File: config.mk
export PLATFORM = sky130hd
export DESIGN_NAME = sprite_fetch_sequencer
export DESIGN_NICKNAME = d
export VERILOG_FILES = /design/src/rtl/sprite_fetch_sequencer.sv
export SDC_FILE = /design/constraint.sdc
export NUM_CORES = 2
export LEC_CHECK = 0
export ABC_CLOCK_PERIOD_IN_PS = 18500
export CORE_MARGIN = 5
export CORE_UTILIZATION = 55
export CTS_BUF_LIST = sky130_fd_sc_hd__clkbuf_16
export DETAILED_ROUTE_END_ITERATION = 7
export PLACE_DENSITY = 0.78
export SYNTH_ARGS = -nofsm -noshare
export SYNTH_HDL_FRONTEND = slang
export SYNTH_SLANG_ARGS = --single-unit
File: constraint.sdc
create_clock -name clk -period 18.5 [get_ports clk]
set_input_delay 5.55 -clock clk [delete_from_list [all_inputs] [get_ports clk]]
set_output_delay 5.55 -clock clk [all_outputs]
set_load 0.02 [all_outputs]
File: src/rtl/sprite_fetch_sequencer.sv
// Sprite/text read-address sequencer: walks a sprite rectangle or a run of text characters
// and issues one RAM word read per position. Optional SPRITE_CLIP_EN skips out-of-frame pixels.
module sprite_fetch_sequencer #(
  parameter int ADDR_W = 26
) (
  input  logic                 clk,
  input  logic                 reset,
  input  logic                 cmd_valid,
  output logic                 cmd_ready,
  input  logic                 cmd_is_sprite,
  input  logic [ADDR_W-1:0]    cmd_base,
  input  logic [7:0]           cmd_frame,
  input  logic [15:0]          cmd_height,
  input  logic [15:0]          cmd_width,
  input  logic signed [15:0]   cmd_x0,
  input  logic signed [15:0]   cmd_y0,
  input  logic [15:0]          cmd_cols,
  input  logic [15:0]          cmd_rows,
  input  logic [15:0]          cmd_char_index,
  input  logic [15:0]          cmd_char_count,
  output logic                 rd_valid,
  input  logic                 rd_ready,
  output logic [ADDR_W-1:0]    rd_addr,
  output logic                 rd_last,
  output logic                 busy,
  output logic                 done
);

  // state | meaning
  // IDLE  | waiting for a command, cmd_ready high
  // SETUP | one cycle: compute first row base / first character
  // EMIT  | issue one read per walk position
  // DONE  | one-cycle done pulse
  localparam logic [1:0] IDLE  = 2'd0;
  localparam logic [1:0] SETUP = 2'd1;
  localparam logic [1:0] EMIT  = 2'd2;
  localparam logic [1:0] DONE  = 2'd3;

  logic [1:0]          state;
  logic                is_sprite;
  logic [ADDR_W-1:0]   base;
  logic [7:0]          frame;
  logic [15:0]         height, width;
  logic signed [15:0]  x0, y0;
  logic [15:0]         cols, rows, char_index, char_count;

  logic [ADDR_W-1:0]   row_base;
  logic [ADDR_W-1:0]   chr;
  logic [15:0]         col, row, idx;

  logic [ADDR_W-1:0]   frame_off, y_off, addr_next;
  logic                walk_empty, last_pos, skip, step;

  assign frame_off  = ADDR_W'(frame) * ADDR_W'(height) * ADDR_W'(width);
  assign y_off      = ADDR_W'(y0) * ADDR_W'(width);
  assign walk_empty = is_sprite ? (cols == 16'd0 || rows == 16'd0) : (char_count == 16'd0);
  assign last_pos   = is_sprite ? (col == cols - 16'd1 && row == rows - 16'd1)
                                : (idx == char_count - 16'd1);
  assign addr_next  = is_sprite ? (row_base + ADDR_W'(x0) + ADDR_W'(col))
                                : (base + (chr << 1));

`ifdef SPRITE_CLIP_EN
  // Unsigned compare of the 18-bit position also rejects negative coordinates.
  logic [17:0] x_pos, y_pos;
  assign x_pos = {{2{x0[15]}}, x0} + {2'b00, col};
  assign y_pos = {{2{y0[15]}}, y0} + {2'b00, row};
  assign skip  = (state == EMIT) && is_sprite &&
                 (x_pos >= {2'b00, width} || y_pos >= {2'b00, height});
`else
  assign skip  = 1'b0;
`endif

  assign cmd_ready = (state == IDLE) && !reset;
  assign busy      = (state != IDLE);
  assign done      = (state == DONE);
  assign rd_valid  = (state == EMIT) && !skip;
  assign rd_last   = rd_valid && last_pos;
  assign rd_addr   = (state == EMIT) ? addr_next : '0;
  assign step      = (state == EMIT) && ((rd_valid && rd_ready) || skip);

  always_ff @(posedge clk or posedge reset) begin
    if (reset) begin
      state      <= IDLE;
      is_sprite  <= 1'b0;
      base       <= '0;
      frame      <= '0;
      height     <= '0;
      width      <= '0;
      x0         <= '0;
      y0         <= '0;
      cols       <= '0;
      rows       <= '0;
      char_index <= '0;
      char_count <= '0;
      row_base   <= '0;
      chr        <= '0;
      col        <= '0;
      row        <= '0;
      idx        <= '0;
    end else begin
      case (state)
        IDLE: begin
          if (cmd_valid) begin
            is_sprite  <= cmd_is_sprite;
            base       <= cmd_base;
            frame      <= cmd_frame;
            height     <= cmd_height;
            width      <= cmd_width;
            x0         <= cmd_x0;
            y0         <= cmd_y0;
            cols       <= cmd_cols;
            rows       <= cmd_rows;
            char_index <= cmd_char_index;
            char_count <= cmd_char_count;
            state      <= SETUP;
          end
        end
        SETUP: begin
          row_base <= base + frame_off + y_off;
          chr      <= ADDR_W'(char_index);
          col      <= '0;
          row      <= '0;
          idx      <= '0;
          state    <= walk_empty ? DONE : EMIT;
        end
        EMIT: begin
          if (step) begin
            if (last_pos) begin
              state <= DONE;
            end else if (is_sprite) begin
              if (col == cols - 16'd1) begin
                col      <= '0;
                row      <= row + 16'd1;
                row_base <= row_base + ADDR_W'(width);
              end else begin
                col <= col + 16'd1;
              end
            end else begin
              chr <= chr + ADDR_W'(1);
              idx <= idx + 16'd1;
            end
          end
        end
        default: state <= IDLE;
      endcase
    end
  end

endmodule
Word-level counts from Yosys, hierarchy flattened
Index checks and enable logic that the tools add are counted.
Storage, ports and cells
  register bits after elaboration: 265
  input bits: 167
  output and inout port bits: 31
  word-level logic and storage cells: 96
Cells by class
  $add $sub $neg: 13
  $mul: 3
  equality and inequality tests: 13
  multiplexer cells: 32
  reduce and logical (&&, ||, !) cells: 18
Operators with widths (number)
  $mux W26: 9
  $mux W16: 11
  $add A26 B26 Y26: 4
  $pmux W26 S2: 2
  $pmux W16 S2: 3
  $add A26 B16 Y26: 2
  $add A16 B1 Y16 const B: 3
  $eq A16 B16 Y1: 3
  $logic_not A16 Y1: 3
  $sub A16 B1 Y16 const B: 3
  $add A26 B1 Y26 const B: 1
  $mul A16 B17 Y26: 1
  $mul A24 B16 Y26: 1
  $mul A8 B16 Y24: 1
  $ne A2 B1 Y1 const B: 4
  $reduce_and A4 Y1: 2
  $mux W2: 3
  $ne A2 B2 Y1 const B: 3
  $pmux W2 S3: 1
  $logic_and A1 B1 Y1: 5
  $reduce_and A5 Y1: 1
  $eq A2 B2 Y1 const B: 2
  $reduce_bool A2 Y1: 2
  $mux W1: 3
  other kinds (6): 6

Longest topological paths before layout
  depth in word-level cells: 7
  mapped depth: 51
  mapped depth without buffers: 50

Least setup slack after synthesis
Ideal clock, no wire load.
  kind: register to register
  from: reg frame[2]
  to: reg row_base[25]
  setup time: 0.144 ns
  data arrival time: 11.339 ns
  data required time: 18.356 ns
  path slack: 7.018 ns
  stages on the path, launching flop included: 49
  period minus slack after synthesis: 11.482 ns
  cells stage by stage: dfrtp_1 -> clkbuf_1 -> nand2_1 -> fa_1 -> fa_1 -> fa_1 -> fa_1 -> inv_1 -> ha_1 -> and2_1 -> a221o_1 -> a31oi_1 -> a21oi_1 -> a21o_1 -> a211oi_1 -> o21ai_0 -> a21o_1 -> a21oi_1 -> [... 13 more ...] -> inv_1 -> fa_1 -> inv_1 -> ha_1 -> xor2_1 -> xnor2_1 -> xnor2_1 -> xnor3_1 -> xnor2_1 -> xnor2_1 -> xnor2_1 -> xnor2_1 -> xnor2_1 -> xnor3_1 -> xnor2_1 -> xnor2_1 -> xnor2_1 -> o221ai_1
Between the ends
  longest elaborated chain between the ends: 5
RTL lines
  start: declaration: line 42  | logic [7:0] frame;
  start signal: assignment: line 106  | frame <= cmd_frame;
  $mul A8 B16 Y24: line 54  | assign frame_off = ADDR_W'(frame) * ADDR_W'(height) * ADDR_W'(width);
  $mul A24 B16 Y26: line 54
  $add A26 B26 Y26 (2 in series): line 119  | row_base <= base + frame_off + y_off;
  $pmux W26 S2: line 101  | case (state)
  end signal: assignment: line 119
  end signal: assignment: line 134  | row_base <= row_base + ADDR_W'(width);
  end: declaration: line 47  | logic [ADDR_W-1:0] row_base;
No other way between the ends.
A chain may end at the register's enable or synchronous reset.

Worst setup path in the final report
Same ends and word-level chain as after synthesis.

==> results_dict.tcl <==
set metrics [dict create \
    fp.dieH_um 269 \
    fmax_ghz 0.0802 \
    grt_use_total_pct 27.5 \
    cp-start-kind "flop" \
    cp.required_ns 18.92 \
    fin_skew_ns 0.0335 \
    timing.rr.start "frame[2]" \
    ys.flop_type "dfrtp_1" \
    clock_sinks 264 \
    root_buffer "clkbuf_16" \
    nNetsFinal 5042 \
    synth_common_cells "inv_1, fa_1, nand2_1, dfrtp_1, ha_1" \
    maxSlewViolCount 0 \
    maxSlewHeadroom_pct 31.0 \
    drt_wl_total_mm 97.9 \
    antenna_left 0 \
    rows 95 \
    reg_top3 "base x26, row_base x26, chr x25" \
    grt_overflow_total 0 \
    die-area_sq_um 72300 \
    cp_max_fo 17 \
    start_util_pct 55.2 \
    syn_area_sq_um 36900 \
    finalNonFillerCells 4948 \
    first_pass_iters 6 \
    status "completed" \
    yosysTopAreaCell "fa_1" \
    postCtsResizedCells 0 \
    synth_cells 3946 \
    avgSynthCellArea_sq_um 9.34 \
    arrival_ns 12.88 \
    hold-path-endpoint "chr[9]" \
    hpwl_mm 76.2 \
    yosysTopAreaCellShare_pct 31.1 \
    grt_setup_unrepaired "false" \
    cts_setup_buffers 0 \
    maxCapViolations 0 \
    rr_endpoint "row_base[25]" \
    ys_top_cells_by_area "fa_1, dfrtp_1, ha_1, inv_1, nand2_1" \
    gp_congestion 0.925 \
    cts_tree "yes" \
    via_per_inst 5.67 \
    cts_buffer_depth 3 \
    cts_hold_buf 0 \
    grt_start_max_net_pins 127 \
    antenna_found_initial 0 \
    ys_types 83 \
    vias 28100 \
    first_global_vias 29700 \
    fillerInstances 5545 \
    reg2reg_slack_ns 6.04 \
    period_minus_slack_ns 12.46 \
    htree_levels 2 \
    reg2reg_depth 50 \
    synth_most_common_cell "inv_1" \
    synth_edf_count 0 \
    worstSetupPathType "reg2reg" \
    hold_violations 0 \
    critPathMaxStageDelay_ns 0.59 \
    crit_path_end_kind "flop" \
    port_buffers 197 \
    tightestPinTransition_ns 1.03 \
    clock_latency_ns 0.57 \
    syn_nets 4941 \
    seq_area_frac_synth_pct 17.9 \
    area_growth_pct 10.6 \
    wire_per_inst_um 19.8 \
    ys_ff_latch 264 \
    finalSetupViolations 0 \
    drt_iter0_markers 1817 \
    synthArstFlopShare_pct 100 \
    period_share_pct 67.4 \
    die_w_um 269 \
    yosys_warnings 0 \
    layout-drive-gt1-share_pct 7.34 \
    slowest_stage "dfrtp_1" \
    coreArea_sq_um 66800 \
    grt_pass1_wl_mm 157 \
    fin_tns_setup_ns 0 \
    clk_pin_slew_ns 0.07 \
    numCtsBuffers 35 \
    holdCritPathClass "reg2reg" \
    worstHoldStart "char_index[9]" \
    drcViolationCount 0 \
    place_inst 4883 \
    final_util_pct 61.0 \
    ios 198 \
    min_path_cells 1 \
]
==> through the flow <==
step | area (sq um) | setup slack [ns] | hold WS, ns
after floorplan | 36900 | 5.68 | 0.473
after global placement | 39600 | 6.15 | 0.488
after detailed placement | 39600 | 6.13 | 0.499
after CTS | 40700 | 6.11 | 0.506
after global routing | 40700 | 5.43 | 0.517
final | 40800 | 6.04 | 0.500
==> worst max-delay path, delay by kind of cell, from the launching register on <==
family / cells / cell delay, ns
buffers and inverters: 11 / 0.58
AND/OR/NAND/NOR: 2 / 0.40
AO/OA/AOI/OAI: 10 / 2.15
XOR/XNOR: 14 / 2.77
flip-flops: 1 / 0.59
adder cells (fa/ha/maj): 13 / 5.85
==> placed cells by master (no fill, tap or decap), drive strengths merged, types with 35 or more instances in the layout <==
cell type / netlist / layout
buf: 20 / 39
clkbuf: 152 / 36
nand3: 61 / 61
clkdlybuf4s50: 0 / 197
inv: 700 / 705
xnor2: 146 / 146
o21ai: 79 / 79
fa: 572 / 572
mux2: 166 / 166
dfrtp: 264 / 264
nor3: 35 / 35
nand2: 535 / 535
ha: 256 / 256
a21oi: 140 / 140
xor2: 91 / 91
nor2: 149 / 149
and2: 234 / 234
==> final cells by class <==
| cell class | count | area (sq um) | share of cell area, % |
|---|---|---|---|
| multi-input combinational | 2810 | 27000 | 66.3 |
| sequential | 264 | 6610 | 16.2 |
| inverter | 700 | 2640 | 6.47 |
| timing repair buffer | 236 | 2260 | 5.56 |
| tap | 873 | 1090 | 2.68 |
| clock buffer | 36 | 901 | 2.21 |
| clock inverter | 27 | 246 | 0.605 |
| antenna | 2 | 5.00 | 0.0123 |
==> cell families after synthesis <==
group / after synthesis / share of synthesized area [%]
and+or+nand+nor: 1159 / 15.1
adders and majority gates: 828 / 39.8
buffers and inverters: 872 / 8.96
DFF: 264 / 17.9
AOI/OAI and AO/OA: 402 / 6.97
xor gates and xnor gates: 240 / 5.82
muxes: 181 / 5.48
==> how the worst max path moves through the flow <==
stage,start,end,cells past startpoint
2_1_floorplan,reset,base[0],1
3_3_place_gp,reset,cmd_ready,3
3_5_place_dp,frame[2],row_base[25],50
4_1_cts,frame[2],row_base[25],50
5_1_grt,frame[2],row_base[25],50
6_report,frame[2],row_base[25],50
==> metal layers <==
layer / up-vias / share of wire (%) / track usage [%]
met3: 290 / 6.9 / 4.51
met5: - / 0 / 0
met1: 14100 / 38 / 34.4
li1: 12500 / - / -
met2: 1113 / 49 / 46.5
met4: 0 / 6.0 / 13.8
Power is not shown: default switching activity piles up to over one toggle a cycle in this logic, so the estimate is an artifact.
